[config.mk]
export PLATFORM = sky130hd
export DESIGN_NAME = imem_dmem_arbiter_flat
export DESIGN_NICKNAME = d
export VERILOG_FILES = /design/src/rtl/imem_dmem_arbiter_if.sv /design/src/rtl/imem_dmem_arbiter.sv /design/src/flat_wrapper.sv
export SDC_FILE = /design/constraint.sdc
export NUM_CORES = 1
export LEC_CHECK = 0
export ABC_CLOCK_PERIOD_IN_PS = 2300
export BUFFER_PORTS_ARGS = -buffer_cell sky130_fd_sc_hd__buf_2
export CORE_MARGIN = 4
export CORE_UTILIZATION = 50
export CTS_BUF_LIST = sky130_fd_sc_hd__clkbuf_8
export CTS_CLUSTER_DIAMETER = 150
export DETAILED_ROUTE_END_ITERATION = 10
export HOLD_SLACK_MARGIN = 0.1
export PLACE_DENSITY = 0.79
export REMOVE_ABC_BUFFERS = 1
export SYNTH_ARGS = -nofsm -noshare
export SYNTH_HDL_FRONTEND = slang
export SYNTH_SLANG_ARGS = --single-unit
export TNS_END_PERCENT = 1
[constraint.sdc]
create_clock -name clk -period 2.3 [get_ports clk]
set_input_delay 0.345 -clock clk [delete_from_list [all_inputs] [get_ports clk]]
set_output_delay 0.345 -clock clk [all_outputs]
set_load 0.02 [all_outputs]
[src/rtl/imem_dmem_arbiter_if.sv]
// Purpose: bundle of the fetch, data and memory-side signals of the imem/dmem arbiter.
// Latency: none, wires only.
// Backpressure: req held until ack on the requester side; mem_stall/mem_done on the memory side.
interface imem_dmem_arbiter_if #(
    parameter int AW = 16,
    parameter int DW = 16
);
    logic          i_req;
    logic [AW-1:0] i_addr;
    logic          i_flush;
    logic          i_ack;
    logic [DW-1:0] i_rdata;
    logic          d_req;
    logic          d_wr;
    logic [AW-1:0] d_addr;
    logic [DW-1:0] d_wdata;
    logic          d_ack;
    logic [DW-1:0] d_rdata;
    logic          mem_en;
    logic          mem_wr;
    logic [AW-1:0] mem_addr;
    logic [DW-1:0] mem_wdata;
    logic          mem_stall;
    logic          mem_done;
    logic [DW-1:0] mem_rdata;
    logic          busy;
    logic          err;

    // Arbiter side
    modport slave (
        input  i_req, i_addr, i_flush, d_req, d_wr, d_addr, d_wdata,
        input  mem_stall, mem_done, mem_rdata,
        output i_ack, i_rdata, d_ack, d_rdata,
        output mem_en, mem_wr, mem_addr, mem_wdata, busy, err
    );

    // Pipeline stages plus memory side
    modport master (
        output i_req, i_addr, i_flush, d_req, d_wr, d_addr, d_wdata,
        output mem_stall, mem_done, mem_rdata,
        input  i_ack, i_rdata, d_ack, d_rdata,
        input  mem_en, mem_wr, mem_addr, mem_wdata, busy, err
    );
endinterface

[src/rtl/imem_dmem_arbiter.sv]
// Purpose: arbitrates one single-port stalling memory between fetch (I) and data (D) requesters.
// Latency: req seen in IDLE at cycle 0, mem_en at 1, ack at 3 at best; +1 per stall or wait cycle.
// Backpressure: requests held until ack; mem_stall keeps mem_en asserted, TIMEOUT bounds a hung access.
module imem_dmem_arbiter #(
    parameter int AW           = 16,
    parameter int DW           = 16,
    parameter int MAX_D_STREAK = 4,
    parameter int TIMEOUT      = 15
) (
    input  logic              clk,
    input  logic              rst,
    imem_dmem_arbiter_if.slave bus
);
    localparam int SW = $clog2(MAX_D_STREAK + 1);
    localparam int TW = $clog2(TIMEOUT + 1);
    localparam logic [SW-1:0] STREAK_MAX = SW'(MAX_D_STREAK);
    localparam logic [TW-1:0] TCNT_MAX   = TW'(TIMEOUT);

    typedef enum logic [2:0] {IDLE, ISSUE_I, ISSUE_D, WAIT_I, WAIT_D, DROP} state_t;

    state_t        state, state_nxt;
    logic [SW-1:0] streak, streak_nxt;
    logic [TW-1:0] tcnt, tcnt_nxt;
    logic          wr_q;
    logic [AW-1:0] addr_q;
    logic [DW-1:0] wdata_q, i_rdata_q, d_rdata_q;
    logic          i_ack_q, d_ack_q, err_q;
    logic          i_pend, d_pend, turnaround, gnt_i, gnt_d;
    logic          i_ack_nxt, d_ack_nxt, err_nxt, i_cap, d_cap;

    // Grant decision and starvation streak. No grant in an ack cycle: the
    // arbiter takes one turnaround cycle after each completion, so a
    // requester re-raising its request competes fairly on the next cycle.
    always_comb begin
        i_pend     = bus.i_req && !i_ack_q && !bus.i_flush;
        d_pend     = bus.d_req && !d_ack_q;
        turnaround = i_ack_q || d_ack_q;
        gnt_d      = (state == IDLE) && !turnaround && d_pend &&
                     (!i_pend || (streak != STREAK_MAX));
        gnt_i      = (state == IDLE) && !turnaround && i_pend && !gnt_d;
        streak_nxt = streak;
        if (state == IDLE) begin
            if (gnt_i) begin
                streak_nxt = '0;
            end else if (gnt_d && i_pend) begin
                if (streak != STREAK_MAX) streak_nxt = streak + 1'b1;
            end else if (!bus.i_req) begin
                streak_nxt = '0;
            end
        end
    end

    // Access sequencing: issue with stall retry, wait with timeout, flush handling.
    always_comb begin
        state_nxt = state;
        tcnt_nxt  = tcnt;
        i_ack_nxt = 1'b0;
        d_ack_nxt = 1'b0;
        err_nxt   = 1'b0;
        i_cap     = 1'b0;
        d_cap     = 1'b0;
        case (state)
            IDLE: begin
                if (gnt_d)      state_nxt = ISSUE_D;
                else if (gnt_i) state_nxt = ISSUE_I;
            end
            ISSUE_I: begin
                tcnt_nxt = '0;
                // A flushed fetch the memory already accepted must still be
                // drained, otherwise a second access could overlap it.
                if (bus.i_flush)          state_nxt = bus.mem_stall ? IDLE : DROP;
                else if (!bus.mem_stall)  state_nxt = WAIT_I;
            end
            ISSUE_D: begin
                tcnt_nxt = '0;
                if (!bus.mem_stall) state_nxt = WAIT_D;
            end
            WAIT_I: begin
                if (bus.mem_done) begin
                    state_nxt = IDLE;
                    i_ack_nxt = !bus.i_flush;
                    i_cap     = !bus.i_flush;
                end else if (tcnt == TCNT_MAX) begin
                    state_nxt = IDLE;
                    i_ack_nxt = !bus.i_flush;
                    err_nxt   = !bus.i_flush;
                end else begin
                    tcnt_nxt = tcnt + 1'b1;
                    if (bus.i_flush) state_nxt = DROP;
                end
            end
            WAIT_D: begin
                if (bus.mem_done) begin
                    state_nxt = IDLE;
                    d_ack_nxt = 1'b1;
                    d_cap     = !wr_q;
                end else if (tcnt == TCNT_MAX) begin
                    state_nxt = IDLE;
                    d_ack_nxt = 1'b1;
                    err_nxt   = 1'b1;
                end else begin
                    tcnt_nxt = tcnt + 1'b1;
                end
            end
            DROP: begin
                if (bus.mem_done || (tcnt == TCNT_MAX)) state_nxt = IDLE;
                else                                    tcnt_nxt  = tcnt + 1'b1;
            end
            default: state_nxt = IDLE;
        endcase
    end

    // State, counters, latched request and registered responses.
    always_ff @(posedge clk or negedge rst) begin
        if (!rst) begin
            state     <= IDLE;
            streak    <= '0;
            tcnt      <= '0;
            wr_q      <= 1'b0;
            addr_q    <= '0;
            wdata_q   <= '0;
            i_rdata_q <= '0;
            d_rdata_q <= '0;
            i_ack_q   <= 1'b0;
            d_ack_q   <= 1'b0;
            err_q     <= 1'b0;
        end else begin
            state   <= state_nxt;
            streak  <= streak_nxt;
            tcnt    <= tcnt_nxt;
            i_ack_q <= i_ack_nxt;
            d_ack_q <= d_ack_nxt;
            err_q   <= err_nxt;
            if (gnt_d) begin
                addr_q  <= bus.d_addr;
                wr_q    <= bus.d_wr;
                wdata_q <= bus.d_wdata;
            end else if (gnt_i) begin
                addr_q  <= bus.i_addr;
                wr_q    <= 1'b0;
            end
            if (i_cap) i_rdata_q <= bus.mem_rdata;
            if (d_cap) d_rdata_q <= bus.mem_rdata;
        end
    end

    assign bus.mem_en    = (state == ISSUE_I) || (state == ISSUE_D);
    assign bus.mem_wr    = (state == ISSUE_D) && wr_q;
    assign bus.mem_addr  = addr_q;
    assign bus.mem_wdata = wdata_q;
    assign bus.i_ack     = i_ack_q;
    assign bus.d_ack     = d_ack_q;
    assign bus.err       = err_q;
    assign bus.i_rdata   = i_rdata_q;
    assign bus.d_rdata   = d_rdata_q;
    assign bus.busy      = (state != IDLE);
endmodule

[src/flat_wrapper.sv]
// flat-port wrapper written by rule: the top's interface ports become plain ports
module imem_dmem_arbiter_flat 
#(
    parameter int AW           = 16,
    parameter int DW           = 16,
    parameter int MAX_D_STREAK = 4,
    parameter int TIMEOUT      = 15
)
  (clk, rst, bus_i_req, bus_i_addr, bus_i_flush, bus_d_req, bus_d_wr, bus_d_addr, bus_d_wdata, bus_mem_stall, bus_mem_done, bus_mem_rdata, bus_i_ack, bus_i_rdata, bus_d_ack, bus_d_rdata, bus_mem_en, bus_mem_wr, bus_mem_addr, bus_mem_wdata, bus_busy, bus_err);
  imem_dmem_arbiter_if #(.AW(AW), .DW(DW)) bus_i ();
  input  logic clk;
  input  logic rst;
  input wire logic [$bits(bus_i.i_req)-1:0] bus_i_req;
  input wire logic [$bits(bus_i.i_addr)-1:0] bus_i_addr;
  input wire logic [$bits(bus_i.i_flush)-1:0] bus_i_flush;
  input wire logic [$bits(bus_i.d_req)-1:0] bus_d_req;
  input wire logic [$bits(bus_i.d_wr)-1:0] bus_d_wr;
  input wire logic [$bits(bus_i.d_addr)-1:0] bus_d_addr;
  input wire logic [$bits(bus_i.d_wdata)-1:0] bus_d_wdata;
  input wire logic [$bits(bus_i.mem_stall)-1:0] bus_mem_stall;
  input wire logic [$bits(bus_i.mem_done)-1:0] bus_mem_done;
  input wire logic [$bits(bus_i.mem_rdata)-1:0] bus_mem_rdata;
  output wire logic [$bits(bus_i.i_ack)-1:0] bus_i_ack;
  output wire logic [$bits(bus_i.i_rdata)-1:0] bus_i_rdata;
  output wire logic [$bits(bus_i.d_ack)-1:0] bus_d_ack;
  output wire logic [$bits(bus_i.d_rdata)-1:0] bus_d_rdata;
  output wire logic [$bits(bus_i.mem_en)-1:0] bus_mem_en;
  output wire logic [$bits(bus_i.mem_wr)-1:0] bus_mem_wr;
  output wire logic [$bits(bus_i.mem_addr)-1:0] bus_mem_addr;
  output wire logic [$bits(bus_i.mem_wdata)-1:0] bus_mem_wdata;
  output wire logic [$bits(bus_i.busy)-1:0] bus_busy;
  output wire logic [$bits(bus_i.err)-1:0] bus_err;
  assign bus_i.i_req = bus_i_req;
  assign bus_i.i_addr = bus_i_addr;
  assign bus_i.i_flush = bus_i_flush;
  assign bus_i.d_req = bus_d_req;
  assign bus_i.d_wr = bus_d_wr;
  assign bus_i.d_addr = bus_d_addr;
  assign bus_i.d_wdata = bus_d_wdata;
  assign bus_i.mem_stall = bus_mem_stall;
  assign bus_i.mem_done = bus_mem_done;
  assign bus_i.mem_rdata = bus_mem_rdata;
  assign bus_i_ack = bus_i.i_ack;
  assign bus_i_rdata = bus_i.i_rdata;
  assign bus_d_ack = bus_i.d_ack;
  assign bus_d_rdata = bus_i.d_rdata;
  assign bus_mem_en = bus_i.mem_en;
  assign bus_mem_wr = bus_i.mem_wr;
  assign bus_mem_addr = bus_i.mem_addr;
  assign bus_mem_wdata = bus_i.mem_wdata;
  assign bus_busy = bus_i.busy;
  assign bus_err = bus_i.err;
  imem_dmem_arbiter #(.AW(AW), .DW(DW), .MAX_D_STREAK(MAX_D_STREAK), .TIMEOUT(TIMEOUT)) u_core (.clk(clk), .rst(rst), .bus(bus_i));
endmodule
==> results of run 1 <==
[registers in the layout (all words and copies together) (netlist names)]
register and cells:
u_core.bus.mem_addr 16, u_core.bus.mem_wdata 16, u_core.tcnt 4, u_core.bus.i_ack 1, u_core.bus.err 1, u_core.bus.d_rdata 16
u_core.wr_q 1, u_core.state 3, u_core.streak 3, u_core.bus.i_rdata 16, u_core.bus.d_ack 1
[logic make-up (layout without fill, tap and decap cells)]
| family | Yosys count | in the layout | share of synthesized area, % |
|---|---|---|---|
| buffers and inverters | 24 | 174 | 3.627 |
| DFF | 78 | 78 | 54.93 |
| muxes | 66 | 66 | 21.51 |
| and+or+nand+nor | 62 | 62 | 9.366 |
| adders and majority gates | 3 | 3 | 1.056 |
| AOI/OAI and AO/OA | 52 | 52 | 9.507 |
[power groups by stage]
stage               combinational, W  sequential (W)  clock [W]
floorplan                    0.00122         0.00307          0
global placement             0.00292         0.00233          0
detailed placement           0.00300         0.00237          0
CTS                          0.00301         0.00235    0.00119
global route                 0.00323         0.00245    0.00126
finish                       0.00297         0.00235    0.00117
[synthesized netlist by cell type (2+ instances only)]
cell        n
o311ai_0    2
clkbuf_1    5
nor3b_1     2
and2_1      3
buf_2       7
mux2i_1    16
a22oi_1     3
a32oi_1     3
nor2b_1     4
nand3_1     3
o211ai_1    4
nor3_1      2
nand2b_1    4
dfrtp_1    78
a211o_1     2
o31ai_1     3
a31oi_1     2
ha_1        3
nor2_1      6
a21oi_1     5
o2111ai_1   2
mux2_4     11
nand4_1     2
inv_1       7
mux2_2     39
o21ai_0    21
buf_6       4
nand2_1    27
[stage by stage]
stage | instances | hold WS, ps | setup TNS [ps] | setup WS (ps)
final | 531 | 226.3 | 0 | 206.3
after global routing | 531 | 212.0 | 0 | 36.73
after CTS | 531 | 213.9 | 0 | 200.2
after detailed placement | 514 | 312.6 | 0 | 189.5
after global placement | 514 | 307.4 | 0 | 227.2
after floorplan | 269 | 49.41 | -1327 | -114.6
[worst max path at each step]
| stage | slack [ps] | from | end | depth (start not counted) |
|---|---|---|---|---|
| after global placement | 230 | bus_i_flush | u_core.state[1]$_DFFE_PN0P_ | 5 |
| after CTS | 200 | u_core.state[0]$_DFFE_PN0P_ | u_core.state[0]$_DFFE_PN0P_ | 5 |
| after detailed placement | 190 | bus_i_flush | u_core.state[1]$_DFFE_PN0P_ | 5 |
| after floorplan | -110 | u_core.state[2]$_DFFE_PN0P_ | u_core.state[1]$_DFFE_PN0P_ | 5 |
| final | 210 | u_core.state[0]$_DFFE_PN0P_ | u_core.state[0]$_DFFE_PN0P_ | 5 |
| after global routing | 40 | u_core.bus.i_ack$_DFF_PN0_ | u_core.bus.mem_addr[12]$_DFFE_PN0P_ | 4 |
[per-layer routing]
metal / global-route usage, % / up-vias / wire [µm]
met4: 8.168 / 0 / 161
met2: 36.56 / 123 / 4506
li1: - / 1315 / -
met5: 0 / - / 0
met1: 26.19 / 1346 / 3370
met3: 5.849 / 18 / 591
[layout make-up]
cell class              count  area (µm²)  share of cell area, %
well taps                  96       120.1                  2.612
clock buffers              10       137.6                  2.993
inverters                   8       30.03                 0.6531
multi-input cells         183        1474                  32.05
flip-flops and latches     78        1952                  42.45
clock inverters             6       93.84                  2.041
repair buffers            150       790.8                  17.20
[worst max-delay path, cell delays in order (launching register included)]
cell and delay (ps):
dfrtp_1 510, nor3_4 280, inv_2 90, a211o_2 630, a32oi_1 320, a22oi_1 130
[repair_timing]
| item | 4_1_cts | 5_1_grt |
|---|---|---|
| hold buffers | 1 | 0 |
| resized for setup | 0 | 0 |
| endpoints found under the hold margin | 29 | 0 |
| endpoints found under the setup margin | 0 | 0 |
==> summary.md, run 1 <==
| Metric | Value |
|---|---|
| Most frequent cells in the layout | 140 x buf_2, 78 x dfrtp_1, 39 x mux2_2, 27 x nand2_1, 21 x o21ai_0 |
| Port Buffer Count | 141 |
| Final-report max-slew violation count | 0 |
| Hold Path Origin | bus_d_wdata[7] |
| PD cells | 1412 nW/µm² |
| Sw frac | roughly two fifths |
| RSZ-0062 raised after global routing | no |
| Rows | 30 |
| Synth unique cells | 43 |
| Filler instances | 559 |
| Gate count of the mapped netlist | 285 |
| DRC | 0 |
| CTS tree | yes |
| Detailed Route WL | 8630 µm |
| Boundary pin count | 142 |
| Drt pass-1 iters | 4 |
| H-tree depth | 3 |
| Total grt overflow | 0 |
| P_sw | around 0.0026 W |
| Layout area overhead | 29.40% |
| Gr usage total | 21.55% |
| Leakage | 2.418 nW |
| Worst Tran Pin Value | ~940 ps |
| CP Class | reg2reg |
| DP Area | 4357 µm² |
| Number of synthesized register bits | 78 |
| Overall power | roughly 0.0065 W |
| Start of the worst register-to-register path | u_core.state[0]$_DFFE_PN0P_ |
| Detailed Place HPWL | 6386 µm |
| Die height | 92.30 µm |
| Clk root buf | clkbuf_8 |
| Synth top area cells | dfrtp_1 55%, mux2_2 12%, mux2_4 4.6% |
| Startpoint type of the worst setup path | flip-flop |
| Worst-path clk slew | 80 ps |
| Number of flops mapped to enable cells by yosys | 0 |
| Crit path DAT | 2310 ps |
| N_diodes | 0 |
| Combinational share of power | 45.8% |
| Clk_lat worst skew | between 300 and 400 ps |
| Rel. slew slack | roughly 37% |
| Reg2reg end | u_core.state[0]$_DFFE_PN0P_ |
| Hold worst-path end | u_core.bus.mem_wdata[7]$_DFFE_PN0N_ |
| GPL Wtd Cong | between 0.8 and 0.9 |
| R2R setup slack | approximately 210 ps |
| Clk sinks | 78 |
| Postcts setup bufs | 0 |
| CP Capture Type | flip-flop |
| Global-route wire length before repair | 14550 µm |
| Initial Utilization | 52.01% |
| Clock share of power | 17.9% |
| Asr flop ratio synth | 100.0% |
| Outcome | finished clean |
| Commonest non-fill, non-tap cell in the layout | buf_2 |
| Hold crit path type | in2reg |
| Chip width | 92.30 µm |
| Layout Skew | ~17 ps |
| Largest net degree at the start of global routing | 50 |
| Internal Power | slightly below 0.004 W |
| WL/cell | around 16 µm |
| Final ANT Viol Nets | 0 |
| Clock Path Buffers | 2 |
| Endpoints failing setup | 0 |
| Total of max-cap violations | 0 |
| Core Region | 6832 µm² |
| Yosys synthesis warning count | 0 |
| Design area | 4598 µm² |
| Fin crit share | 91.03% |
| Reg power frac | 36.3% |
| Synth top area share | a little over half |
| Vias in the first global route | a little over 3000 |
| Fin crit period | 2094 ps |
| FMAX | around 480 MHz |
| Post-Syn Area | 3553 µm² |
| Initial antenna violation count | 0 |
| Average cell area after synthesis | 12.47 µm² |
| Post-synthesis sequential area ratio | between 50% and 60% |
| Data required, critical path | 2520 ps |
| Fin nets | 505 |
| Post-layout util | 67.31% |
| Top_reg_cell synth | dfrtp_1 |
| Routed via count | 2802 |
| Vias per inst | 5.277 |
| Maximum vdd drop | 680.8 µV |
| Final hold vios | 0 |
| Number of CTS-inserted buffers | 9 |
| Post-synth top area cell | dfrtp_1 |
| Crit Path Max Fanout | 35 |
| Total Die Area | approximately 8500 µm² |
| Worst-case reg-to-reg path depth | 5 |
| Iter 0 DRT Violations | 127 |
| Layout cells sized above 1 | 50.80% |
| Hold depth | 2 |
Note: power is estimated with default switching activity, not from simulation.
==> inputs of run 2 (changes only) <==
RECOVER_POWER = 25   (was default)
==> summary.md, run 2 (synthesis results as in run 1) <==
| Metric | Value |
|---|---|
| R2R setup slack | 200 ps |
| Layout area overhead | 28.98% |
| Commonest non-fill, non-tap cell in the layout | buf_2 |
| Routed via count | 2794 |
| Post-CTS sizing | 0 |
| Vias per inst | 5.262 |
| Post-layout util | 67.09% |
| Global-route wire length before repair | 14550 µm |
| Worst-path clk slew | 80 ps |
| Detailed Route WL | 8630 µm |
| Postcts setup bufs | 0 |
| GPL Wtd Cong | 0.8523 |
| Crit path DAT | 2310 ps |
| Fin crit period | 2097 ps |
| H-tree depth | 3 |
| Total of max-cap violations | 0 |
| Core Region | 6832 µm² |
| Total Die Area | 8519 µm² |
| DRC | 0 |
| FMAX | 476.9 MHz |
| Worst Tran Pin Value | 940.0 ps |
| CTS tree | yes |
| Crit Path Max Fanout | 35 |
| Rows | 30 |
| Filler instances | ~560 |
| Clock Path Buffers | 2 |
| Iter 0 DRT Violations | 127 |
| Combinational share of power | between 40% and 50% |
| Fin nets | 505 |
| Chip width | between 90 and 100 µm |
| Clk root buf | clkbuf_8 |
| Outcome | finished clean |
| Final hold vios | 0 |
| P_sw | 0.002615 W |
| Hold_buf cts | 1 |
| Boundary pin count | between 100 and 150 |
| Port Buffer Count | 141 |
| WL/cell | around 16 µm |
| Hold crit path type | in2reg |
| Number of CTS-inserted buffers | 9 |
| Detailed Place HPWL | 6386 µm |
| Fin crit share | 91.16% |
| Total grt overflow | 0 |
| Clk_lat worst skew | 350 ps |
| Vias in the first global route | about 3000 |
| Sw frac | approximately two fifths |
| Final hold slack | 226.5 ps |
| Layout Skew | 18.03 ps |
| Layout cells sized above 1 | 50.80% |
| Endpoints failing setup | 0 |
| CP Capture Type | flip-flop |
| Overall power | around 0.0065 W |
| Initial antenna violation count | 0 |
| Data required, critical path | 2520 ps |
| Leakage | approximately 2.4 nW |
| Reg power frac | 36.3% |
| Internal Power | 0.003875 W |
| Clk sinks | 78 |
| CP Class | reg2reg |
| N_diodes | 0 |
| Startpoint type of the worst setup path | flip-flop |
| Clock share of power | 18.0% |
| Rel. slew slack | 37.34% |
| Final ANT Viol Nets | 0 |
| Initial Utilization | 52.01% |
| Drt pass-1 iters | 4 |
| Largest net degree at the start of global routing | 50 |
| RSZ-0062 raised after global routing | no |
| PD cells | between 1000 and 1500 nW/µm² |
| Final-report max-slew violation count | 0 |
| Die height | just over 90 µm |
| Gr usage total | 21.55% |
| Maximum vdd drop | 681.7 µV |
| Most frequent cells in the layout | 140 x buf_2, 78 x dfrtp_1, 39 x mux2_2, 27 x nand2_1, 21 x o21ai_0 |
## run 2: cell count changes in the layout (fill, tap and decap cells not counted), sizes merged
cell | previous run | this run
buf | 149 | 147
clkbuf | 10 | 12
## run 2: worst paths after layout
path | from | end | depth (start not counted)
hold reg to reg | u_core.bus.mem_addr[6]$_DFFE_PN0P_ | u_core.bus.mem_addr[6]$_DFFE_PN0P_ | 2
max in group asynchronous | rst | u_core.state[2]$_DFFE_PN0P_ | 3
setup / recovery | u_core.state[0]$_DFFE_PN0P_ | u_core.state[0]$_DFFE_PN0P_ | 5
min in group asynchronous | rst | u_core.bus.i_ack$_DFF_PN0_ | 2
setup reg to reg | u_core.state[0]$_DFFE_PN0P_ | u_core.state[0]$_DFFE_PN0P_ | 5
hold / removal | bus_d_wdata[7] | u_core.bus.mem_wdata[7]$_DFFE_PN0N_ | 2
## run 2: area by class of cell
cell class / count / area [µm²] / area share [%]
well taps: 96 / 120.1 / 2.621
repair buffers: 150 / 775.7 / 16.93
clock inverters: 6 / 93.84 / 2.048
inverters: 8 / 30.03 / 0.6552
clock buffers: 10 / 137.6 / 3.003
multi-input cells: 183 / 1474 / 32.16
flip-flops and latches: 78 / 1952 / 42.59
## run 2: critical path, cell delays in order, from the launching register on
cell and delay, ps:
dfrtp_1 520, nor3_4 280, inv_2 90, a211o_2 630
a32oi_1 320, a22oi_1 130
## run 2: stage by stage
stage	area (µm²)	std cells	TNS, ps	setup WS, ps
floorplan	3455	269	-1327	-114.6
global placement	4357	514	0	227.2
detailed placement	4357	514	0	189.5
CTS	4598	531	0	200.2
global route	4583	531	0	36.73
finish	4583	531	0	203.3
## run 2: power by group through the flow
stage	clock network [W]	registers, W	logic, W
2_1_floorplan	0	0.00307	0.00122
3_3_place_gp	0	0.00233	0.00292
3_5_place_dp	0	0.00237	0.00300
4_1_cts	0.00119	0.00235	0.00301
5_1_grt	0.00126	0.00245	0.00322
6_report	0.00117	0.00235	0.00297
## run 2: routing by layer
layer  part of all wire [%]  GRT usage [%]  wire, µm
met1                     39          26.19      3379
met2                     52          36.56      4516
met3                    6.6          5.849       570
met4                    1.9          8.168       164
met5                      0              0         0
==> inputs of run 3 (changes only) <==
CORE_UTILIZATION = 40   (was 50)
PLACE_DENSITY = 0.65   (was 0.79)
==> summary.md, run 3 (synthesis results as in run 1) <==
| Metric | Value |
|---|---|
| Total of max-cap violations | 0 |
| Post-CTS sizing | 0 |
| Die height | ~100 µm |
| Final hold vios | 0 |
| Routed via count | 2720 |
| Clock Path Buffers | 2 |
| Clk_lat worst skew | 340 ps |
| Chip width | between 100 and 150 µm |
| Leakage | 2.390 nW |
| CP Class | reg2reg |
| Layout Skew | 6.986 ps |
| Gr usage total | between 15 and 20% |
| Total Die Area | between 10000 and 15000 µm² |
| Core Region | 8678 µm² |
| RSZ-0062 raised after global routing | no |
| Commonest non-fill, non-tap cell in the layout | buf_2 |
| GPL Wtd Cong | 0.7998 |
| Worst Tran Pin Value | 875.2 ps |
| Crit path DAT | roughly 2300 ps |
| Clk sinks | 78 |
| Final-report max-slew violation count | 0 |
| Final ANT Viol Nets | 0 |
| Multi-input logic area | ~1500 µm² |
| DRC | 0 |
| Rows | 34 |
| Vias per inst | 5.009 |
| Outcome | finished clean |
| Initial Utilization | 40.95% |
| Most frequent cells in the layout | 140 x buf_2, 78 x dfrtp_1, 39 x mux2_2, 27 x nand2_1, 21 x o21ai_0 |
| Crit Path Max Fanout | 17 |
| Initial antenna violation count | 0 |
| Global-route wire length before repair | 13480 µm |
| Clk root buf | clkbuf_8 |
| Setup TNS | 0 ps |
| FMAX | 493.9 MHz |
| Boundary pin count | approximately 140 |
| Layout area overhead | 28.34% |
| Detailed Place HPWL | 6148 µm |
| Port Buffer Count | 141 |
| Drt pass-1 iters | 4 |
| Filler instances | 816 |
| Startpoint type of the worst setup path | flip-flop |
| Data required, critical path | roughly 2500 ps |
| Maximum vdd drop | 724.2 µV |
| Vias in the first global route | ~2800 |
| Total grt overflow | 0 |
| Endpoints failing setup | 0 |
| N_diodes | 0 |
| Worst-path clk slew | 90 ps |
| WL/cell | 15.10 µm |
| Iter 0 DRT Violations | 57 |
| Fin nets | 505 |
| Detailed Route WL | 8200 µm |
| Reg area | slightly below 2000 µm² |
| Placed Cells | 526 |
| Number of CTS-inserted buffers | 9 |
| PD cells | 1368 nW/µm² |
| Fin crit share | about nine tenths |
| Fin cells | 543 |
| CP Capture Type | flip-flop |
| Layout cells sized above 1 | 50.80% |
| H-tree depth | 3 |
| Fin crit period | 2025 ps |
| CTS tree | yes |
| Rel. slew slack | 41.65% |
| Hold crit path type | in2reg |
| Largest net degree at the start of global routing | 45 |
[run 3: cell type report]
cell class	count	area share (%)
timing repair buffer	150	17.28
sequential	78	42.80
inverter	8	0.6584
clock inverter	7	1.262
multi-input combinational	183	32.32
tap	108	2.963
clock buffer	9	2.716
[run 3: final timing paths]
kind / startpoint / endpoint / slack, ps / depth (start not counted)
worst min-delay path: bus_d_wdata[7] / u_core.bus.mem_wdata[7]$_DFFE_PN0N_ / 230 / 2
max in group asynchronous: rst / u_core.bus.d_rdata[6]$_DFFE_PN0P_ / 480 / 3
min in group asynchronous: rst / u_core.bus.err$_DFF_PN0_ / 650 / 2
worst max-delay path: u_core.state[1]$_DFFE_PN0P_ / u_core.bus.d_rdata[6]$_DFFE_PN0P_ / 280 / 3
worst max register to register: u_core.state[1]$_DFFE_PN0P_ / u_core.bus.d_rdata[6]$_DFFE_PN0P_ / 280 / 3
worst min register to register: u_core.bus.mem_addr[12]$_DFFE_PN0P_ / u_core.bus.mem_addr[12]$_DFFE_PN0P_ / 480 / 2
[run 3: worst max-delay path, cell delays in order, from the launching register on]
cell	delay [ps]
dfrtp_1	560
nor2_1	350
nand4b_2	530
mux2_2	470
[run 3: through the flow]
step | setup slack, ps | utilization (%) | hold WS [ps] | area, µm² | total power (W)
3_5_place_dp | 266.2 | 50.52 | 339.2 | 4384 | 0.005361
3_3_place_gp | 331.5 | 50.52 | 339.9 | 4384 | 0.005278
4_1_cts | 262.6 | 52.72 | 210.0 | 4576 | 0.006327
2_1_floorplan | -114.6 | - | 49.41 | 3455 | 0.004288
5_1_grt | 100.4 | 52.55 | 205.8 | 4561 | 0.006663
6_report | 275.4 | 52.55 | 225.8 | 4561 | 0.006240
[run 3: report_power, final]
group	switching [W]	total, W	internal, W
combinational	0.00169	0.00293	0.00124
sequential	0.000374	0.00237	0.00199
clock	0.000539	0.000942	0.000403
total	0.00260	0.00624	0.00364
[run 3: metal layers]
metal	global-route usage, %	wire length (µm)
met1	20.87	3357
met2	27.19	4248
met3	3.959	476
met4	5.550	118
met5	0	0
[run 3: what timing repair did]
action / CTS / global route
hold buffers: 1 / 0
buffers inserted: 0 / 0
endpoints found under the hold margin: 34 / 0
